[config.mk]
export PLATFORM = sky130hd
export DESIGN_NAME = pipelined_switch_box
export DESIGN_NICKNAME = d
export VERILOG_FILES = /design/src/rtl/pipelined_switch_box.sv
export SDC_FILE = /design/constraint.sdc
export NUM_CORES = 1
export LEC_CHECK = 0
export ABC_CLOCK_PERIOD_IN_PS = 2300
export CORE_MARGIN = 10
export CORE_UTILIZATION = 56
export DETAILED_ROUTE_END_ITERATION = 7
export PLACE_DENSITY = 0.8
export SYNTH_ARGS = -nofsm -noshare
export SYNTH_HDL_FRONTEND = slang
export SYNTH_SLANG_ARGS = --single-unit
[constraint.sdc]
create_clock -name clk -period 2.3 [get_ports clk]
set_input_delay 0.46 -clock clk [delete_from_list [all_inputs] [get_ports clk]]
set_output_delay 0.46 -clock clk [all_outputs]
set_load 0.01 [all_outputs]
[src/rtl/pipelined_switch_box.sv]
// ---------------------------------------------------------------------------
// pipelined_switch_box
//
// Directional routing switch box for a routing tile. Each output track on
// each side (N=0, E=1, S=2, W=3) selects a track from one of the other three
// sides, or drives 0. The routing configuration is shifted serially into a
// shadow chain and copied into the active register in a single commit.
//
// Parameters
//   WS    tracks per side (>= 2)
//   MODE  0 = disjoint turns (same track index)
//         1 = Wilton turns (index rotated by +1 / -1 on turns)
//
// Ports
//   clk                        clock
//   rst                        synchronous active-high reset
//   n_in, e_in, s_in, w_in     input tracks per side   [WS-1:0]
//   n_out, e_out, s_out, w_out output tracks per side  [WS-1:0]
//   cfg_en                     shift one config bit this cycle
//   cfg_in                     serial config data
//   cfg_out                    shadow MSB, for daisy-chaining tiles
//   cfg_commit                 request copy shadow -> active
//   cfg_ack                    one-cycle pulse, commit accepted
//   cfg_err                    sticky, commit attempted before shadow full
//
// Build option
//   PIPELINED_SWITCH_BOX_OUT_REG_EN
//     defined   : outputs registered, one cycle input->output, reset to 0
//     undefined : outputs combinational from inputs and active config
// ---------------------------------------------------------------------------
module pipelined_switch_box #(
    parameter int WS   = 8,
    parameter int MODE = 0
) (
    input  logic          clk,
    input  logic          rst,
    input  logic [WS-1:0] n_in,
    input  logic [WS-1:0] e_in,
    input  logic [WS-1:0] s_in,
    input  logic [WS-1:0] w_in,
    output logic [WS-1:0] n_out,
    output logic [WS-1:0] e_out,
    output logic [WS-1:0] s_out,
    output logic [WS-1:0] w_out,
    input  logic          cfg_en,
    input  logic          cfg_in,
    output logic          cfg_out,
    input  logic          cfg_commit,
    output logic          cfg_ack,
    output logic          cfg_err
);

    localparam int CW    = 8 * WS;
    localparam int CNT_W = $clog2(CW + 1);
    localparam logic [CNT_W-1:0] CNT_LAST = CNT_W'(CW - 1);

    typedef enum logic [1:0] {
        EMPTY   = 2'd0,
        LOADING = 2'd1,
        FULL    = 2'd2
    } state_t;

    state_t           state;
    logic [CNT_W-1:0] cnt;
    logic [CW-1:0]    shadow;
    logic [CW-1:0]    active;

    logic [WS-1:0] in_p0  [4];
    logic [WS-1:0] out_p0 [4];

    // Track index feeding output track k for a given non-zero select.
    // Straight (10) always keeps the index; turns rotate only in Wilton mode.
    function automatic int src_idx(input int k, input logic [1:0] sel);
        if (sel == 2'b10 || MODE == 0)
            return k;
        else if (sel == 2'b01)
            return (k + 1) % WS;
        else
            return (k + WS - 1) % WS;
    endfunction

    assign cfg_out = shadow[CW-1];

    // Loader: commit has priority over shifting, so a same-cycle commit
    // captures the pre-shift shadow and the shift is discarded.
    always_ff @(posedge clk) begin
        if (rst) begin
            state   <= EMPTY;
            cnt     <= '0;
            shadow  <= '0;
            active  <= '0;
            cfg_ack <= 1'b0;
            cfg_err <= 1'b0;
        end else begin
            cfg_ack <= 1'b0;
            if (cfg_commit) begin
                if (state == FULL) begin
                    active  <= shadow;
                    cnt     <= '0;
                    state   <= EMPTY;
                    cfg_ack <= 1'b1;
                end else begin
                    cfg_err <= 1'b1;
                end
            end else if (cfg_en) begin
                shadow <= {shadow[CW-2:0], cfg_in};
                if (state != FULL) begin
                    cnt   <= cnt + 1'b1;
                    state <= (cnt == CNT_LAST) ? FULL : LOADING;
                end
            end
        end
    end

    // Stage p0: combinational routing from inputs and active config
    assign in_p0[0] = n_in;
    assign in_p0[1] = e_in;
    assign in_p0[2] = s_in;
    assign in_p0[3] = w_in;

    always_comb begin
        logic [1:0] sel;
        sel = 2'b00;
        for (int x = 0; x < 4; x++) begin
            out_p0[x] = '0;
            for (int k = 0; k < WS; k++) begin
                sel = active[(x*WS + k)*2 +: 2];
                if (sel != 2'b00)
                    out_p0[x][k] = in_p0[(x + int'(sel)) % 4][src_idx(k, sel)];
            end
        end
    end

`ifdef PIPELINED_SWITCH_BOX_OUT_REG_EN
    // Stage p1: registered outputs
    always_ff @(posedge clk) begin
        if (rst) begin
            n_out <= '0;
            e_out <= '0;
            s_out <= '0;
            w_out <= '0;
        end else begin
            n_out <= out_p0[0];
            e_out <= out_p0[1];
            s_out <= out_p0[2];
            w_out <= out_p0[3];
        end
    end
`else
    assign n_out = out_p0[0];
    assign e_out = out_p0[1];
    assign s_out = out_p0[2];
    assign w_out = out_p0[3];
`endif

endmodule
After elaboration in Yosys (flattened, before gate mapping) --
Cells that the tools add are included.
Storage, ports and cells: flip-flop bits (word level) 139, output and inout port bits 35
Operators by class: add/subtract/negate cells 25, magnitude comparators 64, equality and inequality tests 4, muxes and demuxes 266, bitwise logic cells 58, reduce and logical (&&, ||, !) cells 63
Operator list (number):
- $ge 32x3->1 const B | 32
- $lt 32x5->1 const B | 32
- $mux 32 | 32
- $not 32->32 | 24
- $bmux 8 s2 | 32
- $mux 8 | 64
- $not 2->32 | 8
- $mux 1 | 97
- $bmux 1 s3 | 32
- $reduce_bool 2->1 | 34
- $reduce_or 2->1 | 25
- $add 2x2->2 const A | 16
- $mux 7 | 4
- $and 1x1->1 const A | 24
- $add 1x2->2 const A | 8
- $mux 2 | 5
- $add 7x1->7 const B | 1
- $eq 7x6->1 const B | 1
- $reduce_and 2->1 | 3
- $reduce_and 3->1 | 1
- $eq 2x2->1 const B | 1
- $ne 2x1->1 const B | 1
- $ne 2x2->1 const B | 1
- $not 1->1 | 2

Longest topological paths before layout --
Gate-level depths: netlist (run 1).
depth in word-level cells 11, mapped depth 7, gate-level depth less buffers 5

Worst setup path after synthesis (run 1) --
Ideal clock, no wire load.
path kind input port to flip-flop, from input cfg_commit, to register cnt[5], setup time 0.059 ns, arrival time 1.625 ns, slack 0.616 ns, stages 5, cells stage by stage ha_1 -> buf_2 -> a21o_1 -> or4_1 -> nand2_1
On the way: word-level cells in the longest chain between the ends 2
RTL lines:
- from (decl) | line 48 | input logic cfg_commit,
- $ne 2x1->1 (no source line) or $reduce_bool 2->1 (tied branches)
- $reduce_and 3->1 (no source line)
- to (signal assigned) | line 108 | cnt <= cnt + 1'b1;
- to (decl) | line 64 | logic [CNT_W-1:0] cnt;
Parallel ways exist; a longest one is shown, timed or not. A chain may end at the register's enable or synchronous reset.

Worst setup path in the final report (run 1) --
from register active[54], to output w_out[3]
On the way: word-level cells in the longest chain between the ends 9
RTL lines:
- from (decl) | line 66 | logic [CW-1:0] active;
- from (signal assigned) | line 98 | active <= shadow;
- $add 2x2->2 | line 129 | out_p0[x][k] = in_p0[(x + int'(sel)) % 4][src_idx(k, sel)];
- $not 32->32 (not written as such) | line 129
- $bmux 8 s2 | line 129
- $mux 8 (not written as such) (2 in series) | line 129
- $bmux 1 s3 | line 129
- $mux 1 (not written as such) (2 in series) | line 129
- $mux 1 (*) | line 128 | if (sel != 2'b00)
- to (decl) | line 44 | output logic [WS-1:0] w_out,
Mark *: on every way between the ends. The rest lies on a longest branch, timed or not. The select of a mux whose other input is x is not followed.

==> results.tsv, run 1 <==
stage	metric	value	unit
run_status	status	completed	
power	peak supply drop	0.4313	mV
die	row cnt	38	
worst_setup_path	Setup crit start	active[54]$_SDFFE_PP0P_	
drt	ANT nets after route	0	
logic_synthesis	post-synthesis adder-cell area fraction	0.03906	
clock_network	clock tree buffer depth	2	
logic_synthesis	Synth Area in XOR/XNOR	0	
placed_design	dpl hpwl	9.600	mm
timing	RSZ-0062 raised after global routing	false	
worst_setup_path	kind of critical path	flop to output port	
global_route	first-pass GRT wire length	24.16	mm
worst_setup_path	R2R cell count	5	
finish	share of cells above drive strength 1	0.1724	
logic_synthesis	largest area contributor in the netlist	dfxtp_1	
placed_design	PortBufs	71	
global_route	largest net degree at the start of global routing	110	
global_route	grt total ovfl	0	
worst_setup_path	Setup crit end	w_out[3]	
worst_setup_path	reg2reg end	cnt[5]$_SDFFE_PP0P_	
logic_synthesis	Post-Syn Area	6086	µm²
drt	Routed Wire Length	14.26	mm
die	Die ar.	15440	µm²
timing	period utilisation layout	0.9656	
worst_setup_path	Critical Path Sink Type	output port	
timing	Tmin final	2.221	ns
global_route	vias in the first global route	5063	
timing	Final Skew	0.008583	ns
drt	Starting DRT DRC Count	315	
logic_synthesis	mux cell area share after synthesis	0.1941	
placed_design	DP Cell Count	873	
logic_synthesis	Synth Area in Simple Gates	0.1766	
logic_synthesis	syn_area_per_cell	8.859	µm²
clock_network	root buffer cell	clkbuf_8	
logic_synthesis	Netlist cell types	31	
logic_synthesis	Synth async-reset ratio	0	
die	chip height	124.2	µm
clock_network	Num Clock Sinks	139	
timing	achievable frequency	450.3	MHz
placed_design	GP Congestion	0.8368	
drt	post-DR wirelength/cell	15.45	µm
finish	Final Instance Area	7685	µm²
logic_synthesis	largest family of logic cells by synthesized area	multiplexers	
worst_setup_path	crit path DAT	1.76	ns
die	die outline width	124.2	µm
clock_network	Reg clk slew, reported paths	0.06	ns
logic_synthesis	top cell type's share of synthesized area	0.4572	
logic_synthesis	Post-synth EDFFs	0	
timing	Least-Margin Pin Slew	0.4475	ns
worst_setup_path	worst endpoint required time	1.84	ns
logic_synthesis	Ys Warns	0	
timing	Final Slew Violations	0	
worst_setup_path	CP Max Fanout	3	
die	initial core utilization	0.5664	
placed_design	Post-DP Area	6980	µm²
timing	Max transition margin	0.7017	
min_path	hold path depth	2	
drt	Post-route DRC	0	
worst_setup_path	Largest delay share family, worst path	flip-flops	
logic_synthesis	Compound-Gate Fraction of Synth Area	0.08429	
worst_setup_path	cells along the critical path	inv_1 > ha_1 > mux4_2 > nor2b_1 > buf_2	
drt	vias after detailed routing	4988	
die	I/O pin cnt	72	
timing	Min Hold Slack	0.3199	ns
finish	non-filler cells in the finished layout	923	
drt	detail-routed via count per cell	5.404	
drt	Pre-antenna DRT Iters	4	
clock_network	htree depth	4	
logic_synthesis	Post-Syn Nets	743	
finish	Nets	827	
logic_synthesis	Synth area leaders	dfxtp_1 (46%), mux2i_1 (11%), nand2_1 (10%)	
timing	Hold Vio Cnt, Final	0	
clock_network	CTS tree	done	
power	PwrDens	719.9	nW/µm²
worst_setup_path	CP peak stage delay	0.35	ns
flow_run	Max Cap Violations	0	
worst_setup_path	RR Startpoint	state[0]$_SDFFE_PP0P_	
global_route	GRT Total Usage	0.1834	
worst_setup_path	CP max-delay cell	dfxtp_2	
die	core area	10750	µm²
logic_synthesis	#FFs+latches synth	139	
worst_setup_path	worst path bufs/invs	2	
worst_setup_path	Reg2Reg Setup Slack	0.53	ns
logic_synthesis	Cells after Synth	687	
timing	Setup Viol. Count Final	0	
clock_network	latest clock arrival within the worst-skew pair	0.51	ns
finish	Synth-to-Final Area Change	26.27	%
clock_network	clock buffer count from CTS	17	
min_path	worst min path class	primary input to flop	
worst_setup_path	CP startpoint kind	flop	
logic_synthesis	ys flop type	dfxtp_1	
finish	Final Core Density	0.7152	
finish	n_diodes	0	
logic_synthesis	sequential area share after synthesis	0.4572	
worst_setup_path	CP Depth	5	
global_route	initial antenna violation count	0	
power	Static Leak	0.002717	µW
cells in the final DEF (no fill, tap or decap), drive strengths merged, types with 17 or more instances in the layout:
cell type / count
ha: 19
nand2: 164
clkdlybuf4s50: 38
buf: 46
o21ai: 20
clkbuf: 24
dfxtp: 139
a21oi: 71
nor2: 68
nor2b: 17
mux2i: 64
inv: 34
report_power, final:
part / switching, µW / internal [µW] / total, µW / leakage (µW)
sequential: 2.77 / 2410 / 2410 / 0.00113
clock: 1010 / 1870 / 2880 / 0.000298
combinational: 124 / 116 / 240 / 0.00129
total: 1130 / 4400 / 5530 / 0.00272
how the worst min path moves through the flow:
stage                               start                      end  slack, ns
global route                          rst  active[32]$_SDFFE_PP0P_       0.31
global placement    state[0]$_SDFFE_PP0P_    state[0]$_SDFFE_PP0P_       0.44
floorplan           state[0]$_SDFFE_PP0P_    state[0]$_SDFFE_PP0P_       0.43
finish                                rst  active[32]$_SDFFE_PP0P_       0.32
CTS                                   rst  active[32]$_SDFFE_PP0P_       0.30
detailed placement  state[0]$_SDFFE_PP0P_    state[0]$_SDFFE_PP0P_       0.46
flip-flops by register name, summed over array words and instances, names as in the netlist:
signal and count:
cfg_ack 1, cnt 7, shadow 64, state 2
cfg_err 1, active 64
metrics by stage:
stage          TNS [ns]  total power (µW)  worst slack (ns)
6_report              0              5532           0.07918
5_1_grt               0              5691          0.002594
4_1_cts               0              5558          0.001251
3_5_place_dp     -3.161              2705           -0.1968
3_3_place_gp     -2.340              2696           -0.1429
2_1_floorplan         0              2585            0.6161
area by class of cell:
cell class	instances	area (µm²)
Inverter	34	127.6
Sequential cell	139	2808
Multi-Input combinational cell	476	3027
Tap cell	140	175.2
Clock inverter	10	163.9
Timing Repair Buffer	103	914.6
Fill cell	790	3060
Clock buffer	21	469.2
cells by family (layout without fill, tap and decap cells):
group / Yosys count / in the layout
adders and majority gates: 19 / 19
muxes: 96 / 96
buffers and inverters: 72 / 168
DFF: 139 / 139
AOI/OAI and AO/OA: 98 / 98
and+or+nand+nor: 263 / 263
routing by layer:
metal  up-vias  GRT usage  share of wire  routed length (µm)
li1       2469          -              -                   -
met1      2422     0.1919           0.39                5551
met2        85     0.3511           0.57                8074
met3        12    0.04298          0.033                 473
met4         0    0.05483          0.011                 157
met5         -          0              0                   0
synthesized netlist by cell type (2+ instances only):
| library cell | n |
|---|---|
| o21ai_0 | 19 |
| or3_1 | 3 |
| or4_1 | 2 |
| dfxtp_1 | 139 |
| a21oi_1 | 71 |
| nand3_1 | 3 |
| mux2_2 | 16 |
| inv_1 | 34 |
| o211ai_1 | 2 |
| nand2b_1 | 2 |
| buf_1 | 2 |
| mux4_2 | 16 |
| mux2i_1 | 64 |
| nor2b_1 | 16 |
| ha_1 | 19 |
| buf_2 | 18 |
| nor2_1 | 68 |
| clkbuf_1 | 17 |
| nand2_1 | 164 |
repair_timing:
item | 4_1_cts | 5_1_grt
hold buffers | 0 | 0
cloned | 0 | 0
pin swaps | 0 | 0
buffers inserted | 16 | 3
setup endpoints to repair | 32 | 10
resized for setup | 88 | 9
No activity file was read; power rests on OpenSTA's default activity.
==> run 2, diff against run 1 <==
--- a/config.mk
+++ b/config.mk
@@ -7,3 +7,3 @@
 export LEC_CHECK = 0
-export ABC_CLOCK_PERIOD_IN_PS = 2300
+export ABC_CLOCK_PERIOD_IN_PS = 2100
 export CORE_MARGIN = 10
==> constraint.sdc (replaced) <==
create_clock -name clk -period 2.1 [get_ports clk]
set_input_delay 0.42 -clock clk [delete_from_list [all_inputs] [get_ports clk]]
set_output_delay 0.42 -clock clk [all_outputs]
set_load 0.02 [all_outputs]
==> results.tsv, run 2 (same netlist as run 1, synthesis figures left out) <==
stage	metric	value	unit
run_status	status	complete, but fails checks	
run_status	failing checks	negative setup slack	
min_path	Min-Delay Endpoint	state[0]$_SDFFE_PP0P_	
timing	Final Slew Violations	0	
global_route	grt total ovfl	0	
die	chip height	124.2	µm
die	I/O pin cnt	72	
power	clock network power share	0.523	
drt	Post-route DRC	0	
drt	Pre-antenna DRT Iters	5	
timing	Max transition margin	0.4928	
finish	Nets	836	
clock_network	Num Clock Sinks	139	
finish	n_diodes	0	
die	core area	10750	µm²
finish	share of cells above drive strength 1	0.2989	
min_path	hold_sp	rst	
placed_design	PortBufs	71	
power	Switching Fraction	0.2098	
drt	post-DR wirelength/cell	16.45	µm
timing	Least-Margin Pin Slew	0.7608	ns
clock_network	latest clock arrival within the worst-skew pair	0.53	ns
drt	Starting DRT DRC Count	384	
drt	vias after detailed routing	5098	
clock_network	htree depth	4	
clock_network	root buffer cell	clkbuf_8	
worst_setup_path	R2R cell count	5	
timing	Hold Vio Cnt, Final	0	
power	PwrDens	744.4	nW/µm²
timing	RSZ-0062 raised after global routing	true	
placed_design	dpl hpwl	9.826	mm
worst_setup_path	kind of critical path	flop to output port	
power	Static Leak	0.002827	µW
placed_design	GP Congestion	0.8361	
timing	period utilisation layout	1.035	
worst_setup_path	reg2reg end	cnt[6]$_SDFFE_PP0P_	
drt	detail-routed via count per cell	5.464	
global_route	first-pass GRT wire length	25.22	mm
clock_network	clock buffer count from CTS	17	
drt	ANT nets after route	0	
min_path	worst min path class	primary input to flop	
clock_network	CTS tree	done	
global_route	vias in the first global route	5128	
worst_setup_path	RR Startpoint	state[0]$_SDFFE_PP0P_	
worst_setup_path	Reg2Reg Setup Slack	0.40	ns
worst_setup_path	CP Max Fanout	3	
global_route	GRT Total Usage	0.1931	
die	row cnt	38	
timing	achievable frequency	460.2	MHz
flow_run	Max Cap Violations	0	
worst_setup_path	CP startpoint kind	flop	
min_path	hold path depth	2	
drt	Routed Wire Length	15.35	mm
power	sw power	1281	µW
global_route	initial antenna violation count	0	
finish	commonest cells after routing, fill and taps aside	nand2_1 (164), dfxtp_1 (101), a21oi_1 (71), nor2_1 (68), mux2i_1 (64)	
clock_network	Reg clk slew, reported paths	0.06	ns
power	P_int	4824	µW
clock_network	clock tree buffer depth	2	
finish	commonest non-fill, non-tap cell in the layout	nand2_1	
clock_network	hold_buf cts	0	
finish	Synth-to-Final Area Change	34.74	%
power	peak supply drop	0.6249	mV
timing	Setup TNS Final	-0.8495	ns
timing	setup ws final	-0.07284	ns
timing	Tmin final	2.173	ns
timing	Final Skew	0.009626	ns
timing	Setup Viol. Count Final	16	
die	initial core utilization	0.5664	
global_route	largest net degree at the start of global routing	79	
power	Flop pwr share	0.432	
die	die outline width	124.2	µm
finish	Largest regs	active x64, shadow x64, cnt x7	
timing	Min Hold Slack	0.1414	ns
die	Die ar.	15440	µm²
worst_setup_path	worst endpoint required time	1.68	ns
worst_setup_path	Critical Path Sink Type	output port	
worst_setup_path	crit path DAT	1.75	ns
power	Comb pwr share	0.045	
[run 2: cell count changes in the layout (fill, tap and decap cells not counted), moves of 15 or more]
| cell | previous run | this run |
|---|---|---|
| buf_6 | 0 | 27 |
| dfxtp_1 | 119 | 101 |
| dlygate4sd2_1 | 15 | 0 |
| ha_1 | 18 | 2 |
| ha_4 | 1 | 17 |
| inv_1 | 34 | 4 |
| inv_2 | 0 | 28 |
[run 2: how the worst max path moves through the flow]
stage | start | endpoint | depth (start not counted)
global placement | e_in[2] | w_out[2] | 4
detailed placement | w_in[2] | w_out[2] | 4
floorplan | state[0]$_SDFFE_PP0P_ | cnt[5]$_SDFFE_PP0P_ | 6
finish | active[26]$_SDFFE_PP0P_ | e_out[5] | 4
global route | active[26]$_SDFFE_PP0P_ | e_out[5] | 4
CTS | active[54]$_SDFFE_PP0P_ | w_out[3] | 4
[run 2: metrics by stage]
stage	util	std cells	power (µW)	worst slack, ns	instance area [µm²]
3_3_place_gp	0.6580	885	2956	-0.3230	7071
6_report	0.7632	933	6104	-0.07284	8200
2_1_floorplan	-	687	2833	0.4311	6086
5_1_grt	0.7632	933	6281	-0.1149	8200
3_5_place_dp	0.6580	885	2968	-0.3839	7071
4_1_cts	0.7549	932	6138	-0.1038	8112
[run 2: power groups by stage]
stage,sequential [µW],clock (µW),combinational (µW)
after CTS,2640,3230,269
final,2640,3190,276
after global routing,2640,3350,296
after detailed placement,2700,0,265
after global placement,2700,0,254
after floorplan,2700,0,129
[run 2: final cells by class]
type | instances | area [µm²]
sequential | 139 | 2845
fill | 699 | 2545
timing repair buffer | 112 | 1085
clock buffer | 18 | 417.9
inverter | 34 | 132.6
clock inverter | 14 | 220.2
tap | 140 | 175.2
multi-input combinational | 476 | 3324
[run 2: critical path, stage by stage, from the launching register on]
cell and delay [ns]:
dfxtp_2 0.35, buf_6 0.10, mux4_2 0.48, nor2b_1 0.15
buf_4 0.15
[run 2: metal layers]
layer | wire length, µm | track usage | vias to the layer above
met5 | 0 | 0 | -
met4 | 341 | 0.09390 | 0
met3 | 553 | 0.03660 | 29
met2 | 8494 | 0.3536 | 114
met1 | 5956 | 0.2069 | 2463
li1 | - | - | 2492
[run 2: what timing repair did]
action                     4_1_cts  5_1_grt
pin swaps                       15        9
cloned                           0        0
resized for setup              231       59
setup buffers                   15        1
setup endpoints to repair       32       29
==> RTL edit (flow settings as in run 1) <==
The option `PIPELINED_SWITCH_BOX_OUT_REG_EN` is turned on by a define.
--- a/src/rtl/pipelined_switch_box.sv
+++ b/src/rtl/pipelined_switch_box.sv
@@ -28,6 +28,8 @@
 //     defined   : outputs registered, one cycle input->output, reset to 0
 //     undefined : outputs combinational from inputs and active config
 // ---------------------------------------------------------------------------
+`define PIPELINED_SWITCH_BOX_OUT_REG_EN
+
 module pipelined_switch_box #(
     parameter int WS   = 8,
     parameter int MODE = 0
Check against the original RTL: not settled (the Yosys comparison gave no result); the edit may change what the design does.
==> RTL edit against run 1 <==
Power increased by 15%. Synthesized cell count increased by 9.8%. Final area increased by 9.4%. Non-clock buffer count decreased by 19. Setup slack improved by 0.42 ns. Wire length increased by 5.2%. Area after synthesis increased by 13%. Via count increased by 8.4%. Sequential cell count increased by 32.
==> RTL edit: results (changes against run 1) <==
[run_status]
outcome=finished clean  ; unchanged

[grt]
grt_usage=0.181  ; was 0.183
grt_pass1_vias=5300  ; was 5063

[layout]
multiInputGateArea_mm2=0.00315  ; was 0.00303 mm2
seq_share=0.407  ; was 0.365
layout.cells.non_filler=977  ; was 923
largest_registers=active x64, shadow x64  ; was active x64, shadow x64, cnt x7
nNonClkInverters=35  ; was 34
nonClkBufAreaFrac=0.105  ; was 0.119

[place]
dp_cells=945  ; was 873
preCtsSetupSlack_ns=0.210  ; was -0.197 ns

[worst_setup_path]
crit_path_top_delay_cell=clkdlybuf4s50_1  ; was dfxtp_2
max_stage_delay_ns=0.56  ; was 0.35 ns
worstPathArrival_ns=1.34  ; was 1.76 ns

[power_and_ir_drop]
p_sw_frac=0.206  ; was 0.205
ir_worst_vdd_mv=0.486  ; was 0.431 mV
power_density_mw_per_mm2=753  ; was 720 mW/mm2
comb_cell_power_uw=252  ; was 240 uW
p_leak_nw=2.74  ; was 2.72 nW
clockPowerShare=0.492  ; was 0.520

[synth]
synth.net_count=810  ; was 743
synth_xor_area_frac=0.00128  ; was 0
synthAdderAreaFrac=0.0347  ; was 0.0391
netlist_area_mm2=0.00685  ; was 0.00609 mm2
synth_common_cells=dfxtp_1 (171), nand2_1 (149), a21oi_1 (86)  ; was nand2_1 (164), dfxtp_1 (139), a21oi_1 (71)

[routing]
dr_total_vias=5408  ; was 4988
first_pass_iters=5  ; was 4

RTL edit: changes by cell type in the layout (fill, tap and decap cells not counted), moves of 16 or more:
cell	change
o21ai_0	-17
clkdlybuf4s50_1	+32
dfxtp_1	+52
a211oi_1	+16
mux2i_1	+16
dfxtp_2	-20
mux4_2	-16
a2111oi_0	+16
buf_4	-20
RTL edit: cell families after synthesis:
kind of cell	after synthesis
buf+inv	75
simple gates	264
compound gates	128
xor+xnor	1
mux	96
flops	171
fa+ha+maj	19
RTL edit: path summary, 6_finish.rpt:
path / slack [ns] / startpoint / to
min reg2reg: 0.46 / active[0] / n_out[0]
max: 0.50 / shadow[63] / cfg_out
max reg2reg: 0.52 / active[60] / w_out[6]
min: 0.45 / rst / active[8]
RTL edit: routing by layer:
metal | vias up | track usage
met5 | - | 0
met4 | 0 | 0.0739
met3 | 28 | 0.0471
met2 | 113 | 0.304
met1 | 2589 | 0.215
li1 | 2678 | -
